<file path="config.mk">
export PLATFORM = sky130hd
export DESIGN_NAME = accum_n_bits_ctrl
export DESIGN_NICKNAME = d
export VERILOG_FILES = /design/src/rtl/accum_n_bits_ctrl.sv
export SDC_FILE = /design/constraint.sdc
export NUM_CORES = 1
export LEC_CHECK = 0
export CAP_MARGIN = 10
export CORE_AREA = 2 2 95 97
export DETAILED_ROUTE_END_ITERATION = 10
export DIE_AREA = 0 0 97 99
export PLACE_DENSITY = 0.57
export SYNTH_ARGS = -nofsm -noshare
export SYNTH_HDL_FRONTEND = slang
export SYNTH_SLANG_ARGS = --single-unit
</file>
<file path="constraint.sdc">
create_clock -name Clk -period 4.65 [get_ports Clk]
set_clock_uncertainty 0.05 [all_clocks]
set_input_delay 0.93 -clock Clk [delete_from_list [all_inputs] [get_ports Clk]]
set_output_delay 0.93 -clock Clk [all_outputs]
set_load 0.01 [all_outputs]
</file>
<file path="src/rtl/accum_n_bits_ctrl.sv">
// Go-triggered N-bit accumulator (add/sub/load/clear) with flags, op count, hex display.
// Ports: Clk, Resetn, x, mode, go -> q, carry, overflow, done, ops, hex. Macro: ACCUM_SAT_EN.
module accum_n_bits_ctrl #(
  parameter int N = 8,
  parameter int D = N / 4
) (
  input  logic           Clk,
  input  logic           Resetn,
  input  logic [N-1:0]   x,
  input  logic [1:0]     mode,
  input  logic           go,
  output logic [N-1:0]   q,
  output logic           carry,
  output logic           overflow,
  output logic           done,
  output logic [7:0]     ops,
  output logic [7*D-1:0] hex
);

  localparam logic [1:0] S_IDLE = 2'd0;
  localparam logic [1:0] S_EXEC = 2'd1;
  localparam logic [1:0] S_HOLD = 2'd2;

  logic [1:0]   state;
  logic [1:0]   mr;
  logic [N-1:0] xr;
  logic [N:0]   sum;
  logic [N:0]   dif;
  logic [N-1:0] nq;
  logic         nc;
  logic         nv;

  assign sum = {1'b0, q} + {1'b0, xr};
  assign dif = {1'b0, q} - {1'b0, xr};

  always_comb begin
    nq = q;
    nc = carry;
    nv = overflow;
    unique case (1'b1)
      (mr == 2'b00): begin
        nq = sum[N-1:0];
        nc = sum[N];
        nv = (q[N-1] == xr[N-1]) && (sum[N-1] != q[N-1]);
`ifdef ACCUM_SAT_EN
        if (sum[N]) nq = '1;
`endif
      end
      (mr == 2'b01): begin
        nq = dif[N-1:0];
        nc = dif[N];
        nv = (q[N-1] != xr[N-1]) && (dif[N-1] != q[N-1]);
`ifdef ACCUM_SAT_EN
        if (dif[N]) nq = '0;
`endif
      end
      (mr == 2'b10): begin
        nq = xr;
        nc = 1'b0;
        nv = 1'b0;
      end
      default: begin
        nq = '0;
        nc = 1'b0;
        nv = 1'b0;
      end
    endcase
  end

  always_ff @(posedge Clk or negedge Resetn) begin
    if (!Resetn) begin
      state    <= S_IDLE;
      mr       <= 2'b00;
      xr       <= '0;
      q        <= '0;
      carry    <= 1'b0;
      overflow <= 1'b0;
      done     <= 1'b0;
      ops      <= 8'd0;
    end else begin
      done <= 1'b0;
      unique case (state)
        S_IDLE: begin
          if (go) begin
            mr    <= mode;
            xr    <= x;
            state <= S_EXEC;
          end
        end
        S_EXEC: begin
          q        <= nq;
          carry    <= nc;
          overflow <= nv;
          done     <= 1'b1;
          if (ops != 8'hFF) ops <= ops + 8'd1;
          state    <= S_HOLD;
        end
        S_HOLD: begin
          if (!go) state <= S_IDLE;
        end
        default: state <= S_IDLE;
      endcase
    end
  end

  function automatic logic [6:0] seg7(input logic [3:0] v);
    logic [6:0] on;
    unique case (v)
      4'h0: on = 7'b1111110;
      4'h1: on = 7'b0110000;
      4'h2: on = 7'b1101101;
      4'h3: on = 7'b1111001;
      4'h4: on = 7'b0110011;
      4'h5: on = 7'b1011011;
      4'h6: on = 7'b1011111;
      4'h7: on = 7'b1110000;
      4'h8: on = 7'b1111111;
      4'h9: on = 7'b1111011;
      4'hA: on = 7'b1110111;
      4'hB: on = 7'b0011111;
      4'hC: on = 7'b1001110;
      4'hD: on = 7'b0111101;
      4'hE: on = 7'b1001111;
      default: on = 7'b1000111;
    endcase
    return ~on;
  endfunction

  for (genvar k = 0; k < D; k++) begin : g_hex
    assign hex[7*k+6:7*k] = seg7(q[4*k+3:4*k]);
  end

endmodule

</file>
==> results.md, run 1 <==
- The flow ran to the end, and the final reports show no timing, DRC or antenna violations.
- Counting the fill cells in the layout gives 863.
- The signal on the critical path passes through inv_1 > ha_1 > nor2b_1 > or3b_2 > o21ai_0 > clkdlybuf4s50_1.
- The maximum clock rate is 0.293 GHz.
- The core area is 0.00855 sq mm.
- In the final layout, the share of cells above drive strength 1 is 0.0748.
- The initial DRC count is 136.
- The worst vdd rail ir drop is 0.377 mV.
- The horizontal die dimension is 97 um.
- The number of different library cells in the post-synthesis netlist is 56.
- The first global-routing pass estimated 9980 um of wire.
- The gate family responsible for the most delay along the worst path is buffers and inverters.
- Of the total power, registers draw 0.246.
- Of the post-synthesis cell area, the dominant cell type holds 0.307.
- Each instance of the synthesized netlist takes up on average 9.09 sq um.
- The worst setup path is launched from a register.
- The leakage power is 1.33 nW.
- The power density over the cells is 786 mW/mm^2.
- The endpoint of the lowest-slack register-to-register path is overflow.
- The type of the tightest min-delay check is register to register.
- In this run the power spent charging and discharging nets is 1.13 mW.
- The final global-route overflow total is 0.
- The cell type with the highest aggregate area in the netlist is dfrtp_1.
- The CTS tree is done.
- After detailed placement, the design holds a cell count of 421.
- The instance count of the mapped netlist is 278.
- The number of ports placed on the die boundary is 46.
- For this run, the total global-route usage over all layers was measured as 0.124.
- Among all cell types in the netlist, the one instantiated most often is dfrtp_1.
- For this configuration, the core starts out at a cell density of 0.295.
- In this run the tightest slew margin relative to its limit is 0.345.
- For the pin with the worst max-slew slack, the measured transition is 0.978 ns.
- Before CTS, the worst setup slack after placement is 1.53 ns.
- The power share of the clock group is 0.083.
- The internal power is 1.32 mW.
- The cell row count is 34.
- The worst path setup slack after routing is 1.24 ns.
- The cell area after synthesis is 0.00253 sq mm.
- The clock-pin slew reported for the worst setup and hold paths after clock tree synthesis is 0.07 ns.
- Counting cells, the worst reg-to-reg path comes to 7.
- The commonest cells after synthesis are dfrtp_1, ha_1, nor2_1, o21ai_0.
- The synthesis-to-finish area growth is 23.4%.
- The estimated wirelength of the detail-placed design is 4460 um.
- The clock sink total is 31.
- The startpoint of the worst register-to-register path is q[5].
- Among all flip-flop cells after synthesis, the most frequent one is dfrtp_1.
- The H-tree depth is 2.
- The number of global-route vias before repair is 2108.
- Buffers inserted during clock tree synthesis total 5.
- Wires add up to 5840 um.
- The sequential-to-total area share from yosys stat is 0.307.
- The overall die area is 0.00960 sq mm.
- The pin count of the biggest net entering global routing is 32.
- The setup check on the worst reg-to-reg path leaves a slack of 2.22 ns.
- Once detail routing completed, the nets flagged for antenna violations numbered 0.
- Summed over all failing endpoints, the final setup total negative slack is 0 ns.
- The minimum clock period is 3.41 ns.
- Yosys attributes the largest share of cell area to dfrtp_1, ha_1, nor2_1.
- The cell depth of the worst setup path is 6.
- The switching part of the total is 0.461.
- The number of nets handed over by synthesis was 320.
- On the worst path, the slowest cell contributes a delay of 0.56 ns.
- Data on the critical path is required at its endpoint by 3.67 ns.
- Setup violations remaining at the end of the flow were counted as 0.
- The total power is 2.45 mW.
- Data arrives at the worst endpoint at 2.43 ns.
- The tree is rooted in a clkbuf_8.
- Counting instances, the worst hold path has a depth of 1.
- The total count of max-transition violations in the final report is 0.
- For this run, the number of Yosys warnings is 0.
- The number of antenna violations at the first check in global routing is 0.
- The clock latency on the worst-skew pair is 0.28 ns.
- The via count of the routed design is 2117.
- The combinational fraction of design power is 0.671.
- The final worst hold slack is 0.446 ns.
- The count of input and output buffers is 45.
- The total DRC errors in the routed layout is 0.
- The number of antenna diodes in the final layout is 0.
- The final critical-path share of the clock period is 0.733.
- The critical path endpoint category is an output pin.
- The number of buffer and inverter instances along the worst setup path is 2.
- Dividing the detail-routed wire length by the instance count gives 13.6 um.
- The post-cts sizing count is 0.
- The number of buffers on the longest clock path is 2.
- Buffers inserted to repair hold after CTS numbered 0.
- Counting flops with a built-in enable in the synthesized netlist gives 0.
- The number of setup buffers added after CTS is 0.
- The final weighted congestion in routability-driven placement is 0.818.
- The finished layout holds 429 standard cells, fillers aside.
- The hold violation total from the final report is 0.
- The die is 99 um tall.
- The highest fanout seen on the critical path is 9.
- The startpoint identified for the worst hold timing path is ops[7].
- The share of async-settable or async-resettable flops after synthesis is 1.00.
- The net total in the final layout is 362.
- Setup repair after global routing left no endpoint under its margin.
- The worst hold path terminates at ops[7].
- The highest-delay cell along the critical path is clkdlybuf4s50_1.
- The number of detailed-route iterations in the first pass is 4.
- The worst setup path is of the register to output pin kind.
- The tool flagged a number of max-cap violations equal to 0.
- In the routed layout, each cell is associated on average with a via count of 4.93.
- The post-synthesis register bit count is 31.
[flip-flops by register name, summed over array words and instances (netlist names)]
signal / flops
ops: 8
q: 8
carry: 1
done: 1
state: 2
overflow: 1
xr: 8
mr: 2
[logic make-up after synthesis]
group	synth area share
simple gates	0.178
buf+inv	0.0624
compound gates	0.198
fa+ha+maj	0.150
flops	0.307
xor+xnor	0.0416
mux	0.0634
[metal layers]
metal  part of all wire  global-route usage
met5                  0                   0
met4             0.0039              0.0260
met1               0.50               0.171
met3              0.030              0.0270
met2               0.47               0.203
[stage by stage]
step	instance area [sq um]	util
6_report	3120	0.365
5_1_grt	3120	0.365
4_1_cts	3120	0.365
3_5_place_dp	3030	0.355
3_3_place_gp	3030	0.355
2_1_floorplan	2530	-
[worst max path at each step]
stage          start  endpoint
2_1_floorplan   q[1]    hex[6]
3_3_place_gp    q[1]    hex[6]
3_5_place_dp    q[1]    hex[6]
4_1_cts         q[1]    hex[6]
5_1_grt         q[1]    hex[6]
6_report        q[1]    hex[6]
[layout make-up]
type / count / area (sq um) / area share
multi-input combinational: 217 / 1590 / 0.511
tap: 108 / 135 / 0.0433
sequential: 31 / 776 / 0.249
inverter: 19 / 71.3 / 0.0229
clock buffer: 6 / 72.6 / 0.0233
clock inverter: 2 / 12.5 / 0.00401
timing repair buffer: 46 / 458 / 0.147
[power by group through the flow]
| stage | registers [mW] | clock network (mW) | logic, mW |
|---|---|---|---|
| after floorplan | 0.534 | 0 | 1.20 |
| after global routing | 0.631 | 0.225 | 1.84 |
| after detailed placement | 0.607 | 0 | 1.65 |
| final | 0.604 | 0.203 | 1.65 |
| after CTS | 0.603 | 0.210 | 1.66 |
| after global placement | 0.602 | 0 | 1.64 |
[cell usage in the layout, fill, tap and decap left out, types with 3 or more instances in the layout]
| cell | Yosys | layout |
|---|---|---|
| o21ai_0 | 18 | 18 |
| nor2b_1 | 8 | 8 |
| mux2i_1 | 7 | 7 |
| clkdlybuf4s50_1 | 0 | 45 |
| mux2_2 | 4 | 4 |
| xnor2_1 | 10 | 10 |
| a22oi_1 | 4 | 4 |
| ha_1 | 27 | 27 |
| nor3_1 | 4 | 4 |
| inv_1 | 17 | 17 |
| and3_1 | 3 | 3 |
| nand4_1 | 4 | 4 |
| or3_1 | 3 | 3 |
| o21a_1 | 5 | 5 |
| nand2_1 | 16 | 16 |
| nor2_1 | 26 | 26 |
| o31ai_1 | 4 | 4 |
| nand2b_1 | 6 | 6 |
| dfrtp_1 | 31 | 31 |
| a21oi_1 | 17 | 17 |
| clkbuf_8 | 0 | 5 |
| nand3_1 | 5 | 5 |
| a211oi_1 | 3 | 3 |
No activity file was read; power rests on OpenSTA's default activity.
==> run 2: changes to the inputs <==
Clock period 4.65 ns to 3.4 ns, I/O delays scaled along.
==> results.md, run 2 (synthesized netlist as in run 1, its figures left out) <==
- The run finished with clean final reports.
- The final weighted congestion in routability-driven placement was 0.814 (-0.55%).
- The ratio of cells with drive above 1 in the final layout is 0.0807 (+0.00598).
- The count of input and output buffers is 45 (unchanged).
- The overall die area is 0.00960 sq mm (unchanged).
- The post-cts sizing count is 0 (unchanged).
- The minimum clock period is 3.13 ns.
- The number of buffers added to fix hold violations after cts is 0 (unchanged).
- The non-filler instance count after layout is 430 (+0.23%).
- The H-tree depth is 2 (unchanged).
- The cell row count is 34 (unchanged).
- The category of the critical setup timing path is register to output pin.
- The pin count of the biggest net entering global routing was 32 (unchanged).
- The via count of the routed design is 2122 (+0.24%).
- The number of antenna violations at the first check in global routing is 0 (unchanged).
- The remaining max-slew budget at the tightest pin came to 0.517 (+0.172).
- The number of detailed-route iterations in the first pass is 4 (unchanged).
- The final global-route overflow total was 0 (unchanged).
- The clock sink total was 31 (unchanged).
- The number of vias per cell is 4.93 (about the same).
- The core area was 0.00855 sq mm (unchanged).
- The largest registers in the layout are ops (8), q (8), xr (8).
- The effective utilization at floorplan came to 0.295 (unchanged).
- The horizontal die dimension is 97 um (unchanged).
- The total wirelength of the detailed-routed design came to 5860 um (+0.21%).
- The number of buffers on the longest clock path is 2 (unchanged).
- The estimated wirelength of the detail-placed design is 4490 um (+0.63%).
- The worst endpoint required time came to 2.67 ns (-1.00 ns).
- The library cell used most frequently in the layout, excluding fill and tap cells, is clkdlybuf4s50_1.
- The actual slew at the worst max-slew pin is 0.724 ns (-0.254 ns).
- The total DRC errors in the routed layout is 0 (unchanged).
- The number of ports placed on the die boundary is 46 (unchanged).
- The number of setup buffers added after CTS is 0 (unchanged).
- The leakage power was 1.34 nW (+1.2%).
- The antenna diode instance count came to 0 (unchanged).
- The highest fanout seen on the critical path is 9 (unchanged).
- The total power is 3.39 mW (+38%).
- The tree is rooted in a clkbuf_8.
- The number of maximum-capacitance violations was 0 (unchanged).
- The die span in y came to 99 um (unchanged).
- The number of placed cells counting well taps is 423 (+0.48%).
- TritonCTS built the clock tree.
- The per-cell routed wire length came to 13.6 um (about the same).
- The initial DRC count is 101 (-26%).
- The worst vdd rail ir drop is 0.346 mV (-8.1%).
- The post-route antenna net violation count is 0 (unchanged).
- In the layout the commonest cells are clkdlybuf4s50_1, dfrtp_1, ha_1.
- The all-layer global routing usage is 0.125 (+0.000675).
- The net total in the final layout came to 364 (+0.55%).
- The worst path setup slack after routing came to 0.270 ns (-0.971 ns).
- The number of fillers in the final layout was 844 (-2.2%).
- The post-place setup slack came to 0.552 ns (-0.979 ns).
- The synthesis-to-finish area growth is 24.1%.
- Setup repair after global routing left no endpoint under its margin.
- The final critical-path share of the clock period is 0.921.
- The clock-pin slew reported for the worst setup and hold paths after clock tree synthesis is 0.06 ns (about the same).
- The TritonCTS buffer count came to 5 (unchanged).
- The count of endpoints failing setup in the final report came to 0 (unchanged).
- The type of the tightest min-delay check is register to register.
- The number of global-route vias before repair is 2095 (-0.62%).
- The final worst hold slack was 0.437 ns (-0.00841 ns).
- The total count of max-transition violations in the final report is 0 (unchanged).
- The setup TNS came to 0 ns (unchanged).
- STA classifies the critical path endpoint as an output pin.
- The hold violation total from the final report is 0 (unchanged).
- The clock latency on the worst-skew pair is 0.28 ns (about the same).
- The arrival time reported for the critical path endpoint is 2.40 ns (-0.03 ns).
- The startpoint kind of the worst setup timing path is a register.
- The power density over the cells came to 1080 mW/mm^2 (+37%).
- The first-pass GRT wire length is 9950 um (-0.35%).
- Based on the critical path, the design can be clocked at up to 0.319 GHz.
run 2: critical path: stages, from the launching register on:
cell and delay [ns]:
dfrtp_1 0.48, inv_1 0.21, ha_1 0.26, nor2b_1 0.08, or3b_2 0.45, o21ai_0 0.08
clkdlybuf4s50_1 0.56
run 2: layer usage:
layer  vias to the layer above  GRT usage  wire, um  part of all wire
met4                         0     0.0325        67             0.011
met3                         6     0.0298       183             0.031
met2                        23      0.207      2710              0.46
li1                       1083          -         -                 -
met5                         -          0         0                 0
met1                      1010      0.165      2900              0.49
run 2: power breakdown:
group / internal [mW] / leakage, nW / total (mW) / switching, mW
sequential: 0.524 / 0.388 / 0.811 / 0.287
clock: 0.158 / 0.0470 / 0.289 / 0.131
combinational: 1.15 / 0.908 / 2.29 / 1.13
total: 1.83 / 1.34 / 3.39 / 1.55
run 2: area by class of cell:
class                           instances  area [sq um]  area share
Multi-Input combinational cell        217          1590       0.508
Timing Repair Buffer                   48           473       0.151
Clock inverter                          1          5.00     0.00160
Inverter                               19          71.3      0.0227
Tap cell                              108           135      0.0431
Clock buffer                            6          82.6      0.0263
Sequential cell                        31           776       0.247
run 2: through the flow:
step | instance area [sq um] | util
finish | 3140 | 0.367
global route | 3140 | 0.367
CTS | 3140 | 0.367
detailed placement | 3050 | 0.356
global placement | 3050 | 0.356
floorplan | 2530 | -
run 2: final timing paths:
kind | startpoint | end | slack (ns) | depth (start not counted)
max | q[1] | hex[6] | 0.27 | 6
min reg2reg | ops[5] | ops[5] | 0.44 | 1
min | ops[5] | ops[5] | 0.44 | 1
min in group asynchronous | Resetn | ops[5] | 0.74 | 2
max reg2reg | q[3] | q[7] | 0.95 | 7
max in group asynchronous | Resetn | q[2] | 2.26 | 2
==> run 3: changes to the inputs <==
--- a/config.mk
+++ b/config.mk
@@ -10,4 +10,5 @@
 export DETAILED_ROUTE_END_ITERATION = 10
 export DIE_AREA = 0 0 97 99
+export MAX_ROUTING_LAYER = met4
 export PLACE_DENSITY = 0.57
 export SYNTH_ARGS = -nofsm -noshare
==> constraint.sdc (replaced) <==
create_clock -name Clk -period 3.4 [get_ports Clk]
set_clock_uncertainty 0.05 [all_clocks]
set_input_delay 0.51 -clock Clk [delete_from_list [all_inputs] [get_ports Clk]]
set_output_delay 0.51 -clock Clk [all_outputs]
set_load 0.01 [all_outputs]
==> results.md, run 3 (synthesized netlist as in run 1, its figures left out) <==
- The run finished with clean final reports.
- The overall die area is 0.00960 sq mm (unchanged).
- The clock sink total came to 31 (unchanged).
- By startpoint and endpoint, the worst setup path is classified as register to output pin.
- The area used by sequential logic in the layout is 776 sq um (unchanged).
- The total count of max-transition violations in the final report was 0 (unchanged).
- The final critical-path share of the clock period is 0.884 (-0.0362).
- The CTS tree is done.
- The cell row count is 34 (unchanged).
- The number of setup buffers added after CTS is 0 (unchanged).
- The core area was 0.00855 sq mm (unchanged).
- The die span in y came to 99 um (unchanged).
- The post-route antenna net violation count is 0 (unchanged).
- The pin count of the biggest net entering global routing is 32 (unchanged).
- The maximum clock rate is 0.333 GHz (+4.1%).
- Setup repair after global routing left no endpoint under its margin.
- The non-filler instance count after layout is 430 (unchanged).
- The number of buffers on the longest clock path is 2 (unchanged).
- The final global-route overflow total is 0 (unchanged).
- The initial DRC count is 100 (-0.99%).
- The via count of the routed design was 2107 (-0.71%).
- The count of endpoints failing setup in the final report came to 0 (unchanged).
- The clock latency on the worst-skew pair is 0.28 ns (about the same).
- The minimum clock period is 3.01 ns (-0.123 ns).
- The count of input and output buffers is 45 (unchanged).
- The power density over the cells is 1100 mW/mm^2 (+1.4%).
- The number of maximum-capacitance violations came to 0 (unchanged).
- The hold violation total from the final report is 0 (unchanged).
- The ratio of cells with drive above 1 in the final layout is 0.0807 (unchanged).
- The estimated wirelength of the detail-placed design is 4410 um (-1.7%).
- The leakage power came to 1.35 nW (+0.70%).
- STA classifies the critical path endpoint as an output pin.
- The top cell types in the final layout, fill and taps aside, are clkdlybuf4s50_1, dfrtp_1, ha_1.
- The tightest min-delay check is of the register to register type.
- The number of antenna violations at the first check in global routing is 0 (unchanged).
- The post-layout utilization of the core is 0.369 (+0.00263).
- The net total in the final layout is 363 (-0.27%).
- The post-cts sizing count is 0 (unchanged).
- The horizontal die dimension is 97 um (unchanged).
- The final weighted congestion in routability-driven placement is 0.824 (+1.2%).
- The antenna diode instance count is 0 (unchanged).
- The final worst hold slack is 0.451 ns (+0.0130 ns).
- The total DRC errors in the routed layout is 0 (unchanged).
- The number of fillers in the final layout is 836 (-0.95%).
- The setup TNS is 0 ns (unchanged).
- The number of global-route vias before repair is 2065 (-1.4%).
- The most frequent standard cell in the layout excluding fill and tap cells is clkdlybuf4s50_1.
- The TritonCTS buffer count came to 5 (unchanged).
- The total wirelength of the detailed-routed design is 5760 um (-1.6%).
- The arrival time reported for the critical path endpoint is 2.45 ns (+0.05 ns).
- The number of vias per cell is 4.90 (-0.71%).
- The total power was 3.46 mW (+2.2%).
- The number of detailed-route iterations in the first pass is 4 (unchanged).
- The number of buffers added to fix hold violations after cts is 0 (unchanged).
- The all-layer global routing usage is 0.128 (+0.00327).
- In the final layout, the registers with the most flip-flops are ops (8), q (8), xr (8).
- The remaining max-slew budget at the tightest pin was 0.536 (+0.0186).
- The H-tree depth came to 2 (unchanged).
- The highest fanout seen on the critical path is 9 (unchanged).
- The worst endpoint required time was 2.84 ns (+0.17 ns).
- The actual slew at the worst max-slew pin is 0.696 ns (-0.0280 ns).
- The startpoint kind of the worst setup timing path is a register.
- The first-pass GRT wire length came to 9980 um (+0.35%).
- The per-cell routed wire length is 13.4 um (-1.6%).
- The worst vdd rail ir drop is 0.429 mV (+24%).
- The number of placed cells counting well taps is 422 (-0.24%).
- The area growth from synthesis to layout is 25.0%.
- The total area of multi-input combinational cells is 0.00159 sq mm (unchanged).
- The clock-pin slew reported for the worst setup and hold paths after clock tree synthesis is 0.07 ns (about the same).
- The number of ports placed on the die boundary was 46 (unchanged).
- The buffer type at the clock tree root is clkbuf_8.
- The effective utilization at floorplan was 0.295 (unchanged).
[run 3: cell types whose count changed in the layout (fill, tap and decap cells not counted), sizes merged]
| cell | before | now |
|---|---|---|
| buf | 3 | 2 |
| bufinv | 0 | 1 |
[run 3: stage by stage]
stage | instance area (sq um) | setup slack [ns]
detailed placement | 3040 | 0.696
finish | 3160 | 0.393
global placement | 3040 | 0.769
global route | 3160 | 0.264
CTS | 3160 | 0.386
floorplan | 2530 | 1.29
[run 3: report_power, final]
part / total (mW) / switching, mW / internal (mW) / leakage, nW
combinational: 2.27 / 1.12 / 1.15 / 0.903
clock: 0.372 / 0.135 / 0.237 / 0.0612
sequential: 0.821 / 0.298 / 0.523 / 0.388
[run 3: final timing paths]
check / from / endpoint / slack [ns] / cells after the start
min: ops[5] / ops[5] / 0.45 / 1
min reg2reg: ops[5] / ops[5] / 0.45 / 1
min in group asynchronous: Resetn / ops[4] / 0.57 / 2
max reg2reg: q[5] / overflow / 0.99 / 7
max in group asynchronous: Resetn / q[4] / 2.45 / 2
max: q[1] / hex[6] / 0.39 / 6
[run 3: worst max-delay path, cell delays in order, from the launching register on]
cell	delay (ns)
dfrtp_1	0.49
inv_1	0.21
ha_1	0.29
nor2b_1	0.08
or3b_2	0.46
o21ai_0	0.08
clkdlybuf4s50_1	0.56
[run 3: area by class of cell]
class                      count  share of cell area
multi-input combinational    217               0.504
sequential                    31               0.246
timing repair buffer          47               0.147
tap                          108              0.0428
clock buffer                   6              0.0261
inverter                      19              0.0226
clock inverter                 2              0.0111
[run 3: routing by layer]
layer | part of all wire | global-route usage | vias up
li1 | - | - | 1077
met1 | 0.50 | 0.176 | 991
met2 | 0.46 | 0.198 | 34
met3 | 0.033 | 0.0227 | 5
met4 | 0.0095 | 0.0325 | 0
met5 | 0 | - | -
==> RTL change, RTL diff (flow settings as in run 1) <==
Build with the macro `ACCUM_SAT_EN` defined.
--- a/src/rtl/accum_n_bits_ctrl.sv
+++ b/src/rtl/accum_n_bits_ctrl.sv
@@ -1,5 +1,7 @@
 // Go-triggered N-bit accumulator (add/sub/load/clear) with flags, op count, hex display.
 // Ports: Clk, Resetn, x, mode, go -> q, carry, overflow, done, ops, hex. Macro: ACCUM_SAT_EN.
+`define ACCUM_SAT_EN
+
 module accum_n_bits_ctrl #(
   parameter int N = 8,
   parameter int D = N / 4
Behaviour: not the same (a bounded check fails within 4 cycles, from zero or initial values and one cycle with Resetn low).
==> RTL change against run 1 <==
First-iteration DRC count grew 5.9%; total power shrank 2.1%; combinational power shrank 5%; die area is the same; sequential cell count is the same; count of clock-buffer cells in the layout grew 1; cell area grew 3.4%; area after synthesis grew 1.8%; critical endpoint is now hex[3]; wire length grew 12%; critical path depth shrank 1; setup slack gained 0.11 ns; largest power group unchanged; maximum frequency grew 3.3%; global-route usage grew 1.6 points.
==> RTL change: results (changes against run 1) <==
Placement
The cell area reported after detailed placement is 3120 um2 (was 3030 um2). The final weighted congestion of routability-driven global placement is 0.862 (was 0.818). The worst slack at placement is 1.66 ns (was 1.53 ns).

Synthesis
The post-synthesis sequential area ratio was 0.302 (was 0.307). The synthesized net count came to 347 (was 320). The adder-cell share of the synthesized area came to 0.152 (was 0.150).

The synthesized instance count is 304 (was 278). Most instantiated cells after synthesis: sky130_fd_sc_hd__nand2_1 (35), sky130_fd_sc_hd__dfrtp_1 (31), sky130_fd_sc_hd__ha_1 (28), sky130_fd_sc_hd__o21ai_0 (28), sky130_fd_sc_hd__nor2_1 (24) (was sky130_fd_sc_hd__dfrtp_1 (31), sky130_fd_sc_hd__ha_1 (27), sky130_fd_sc_hd__nor2_1 (26), sky130_fd_sc_hd__o21ai_0 (18)). The multiplexer fraction of the synthesized cell area is 0.0418 (was 0.0634).

Worst setup path
The flop-to-flop setup slack is 1.79 ns (was 2.22 ns). The maximum fanout encountered on the critical timing path is 10 (was 9). The cell type of the slowest stage on the worst timing path is sky130_fd_sc_hd__dfrtp_1 (was sky130_fd_sc_hd__clkdlybuf4s50_1).

Finish
The post-layout net count is 388 (was 362). The number of cells in the finished layout apart from fillers came to 454 (was 429). The layout cell share with drive strength beyond 1 came to 0.0665 (was 0.0748).

Power and ir drop
The internal cell power was 1.29 mW (was 1.32 mW). The worst-case vdd ir drop is 231 uV (was 377 uV). The combinational gate power is 1.57 mW (was 1.65 mW).

The switching share of total power was 0.462 (was 0.461).

Status
Status: completed (unchanged).

Route
The routed wire length per instance was 14.4 um (was 13.6 um). The first-iteration detailed-routing DRC count was 144 (was 136).

STA
The worst hold slack is 0.445 ns (was 0.446 ns). The time the final worst path needs with I/O delays and setup is 3.30 ns (was 3.41 ns). The slew at the pin with the worst max-slew slack is 0.777 ns (was 0.978 ns).
-- RTL change: layer usage --
metal  part of all wire  up-vias  track usage  routed length, um
met5                  0        -            0                  0
met4              0.013        0       0.0488                 84
met3              0.037        5       0.0206                243
met2               0.47       48        0.235               3090
met1               0.48     1085        0.187               3120
li1                   -     1139            -                  -
-- RTL change: final cells by class --
cell class,instances,area (um2)
flip-flops and latches,31,776
fillers,882,5330
clock inverters,1,7.51
repair buffers,47,465
clock buffers,7,96.3
inverters,21,78.8
well taps,108,135
multi-input cells,239,1660
-- RTL change: worst paths after layout --
kind                                           start                    to  cells past startpoint
worst min register to register  overflow$_DFFE_PN0P_  overflow$_DFFE_PN0P_                      2
min in group asynchronous                     Resetn    ops[1]$_DFFE_PN0P_                      2
worst max-delay path                q[1]$_DFFE_PN0P_                hex[3]                      5
worst max register to register      q[3]$_DFFE_PN0P_      q[0]$_DFFE_PN0P_                      7
max in group asynchronous                     Resetn     xr[2]$_DFFE_PN0P_                      2
worst min-delay path            overflow$_DFFE_PN0P_  overflow$_DFFE_PN0P_                      2
-- RTL change: critical path, delay by kind of cell (launching register included) --
family                   cells  cell delay [ns]
buffers and inverters        3             0.72
flip-flops                   1             0.55
adder cells (fa/ha/maj)      1             0.33
multiplexers                 1             0.43
-- RTL change: cell families (layout without fill, tap and decap cells) --
kind of cell / after synthesis / in the layout
compound gates: 85 / 85
xor+xnor: 17 / 17
fa+ha+maj: 30 / 30
buf+inv: 34 / 76
flops: 31 / 31
mux: 9 / 9
simple gates: 98 / 98
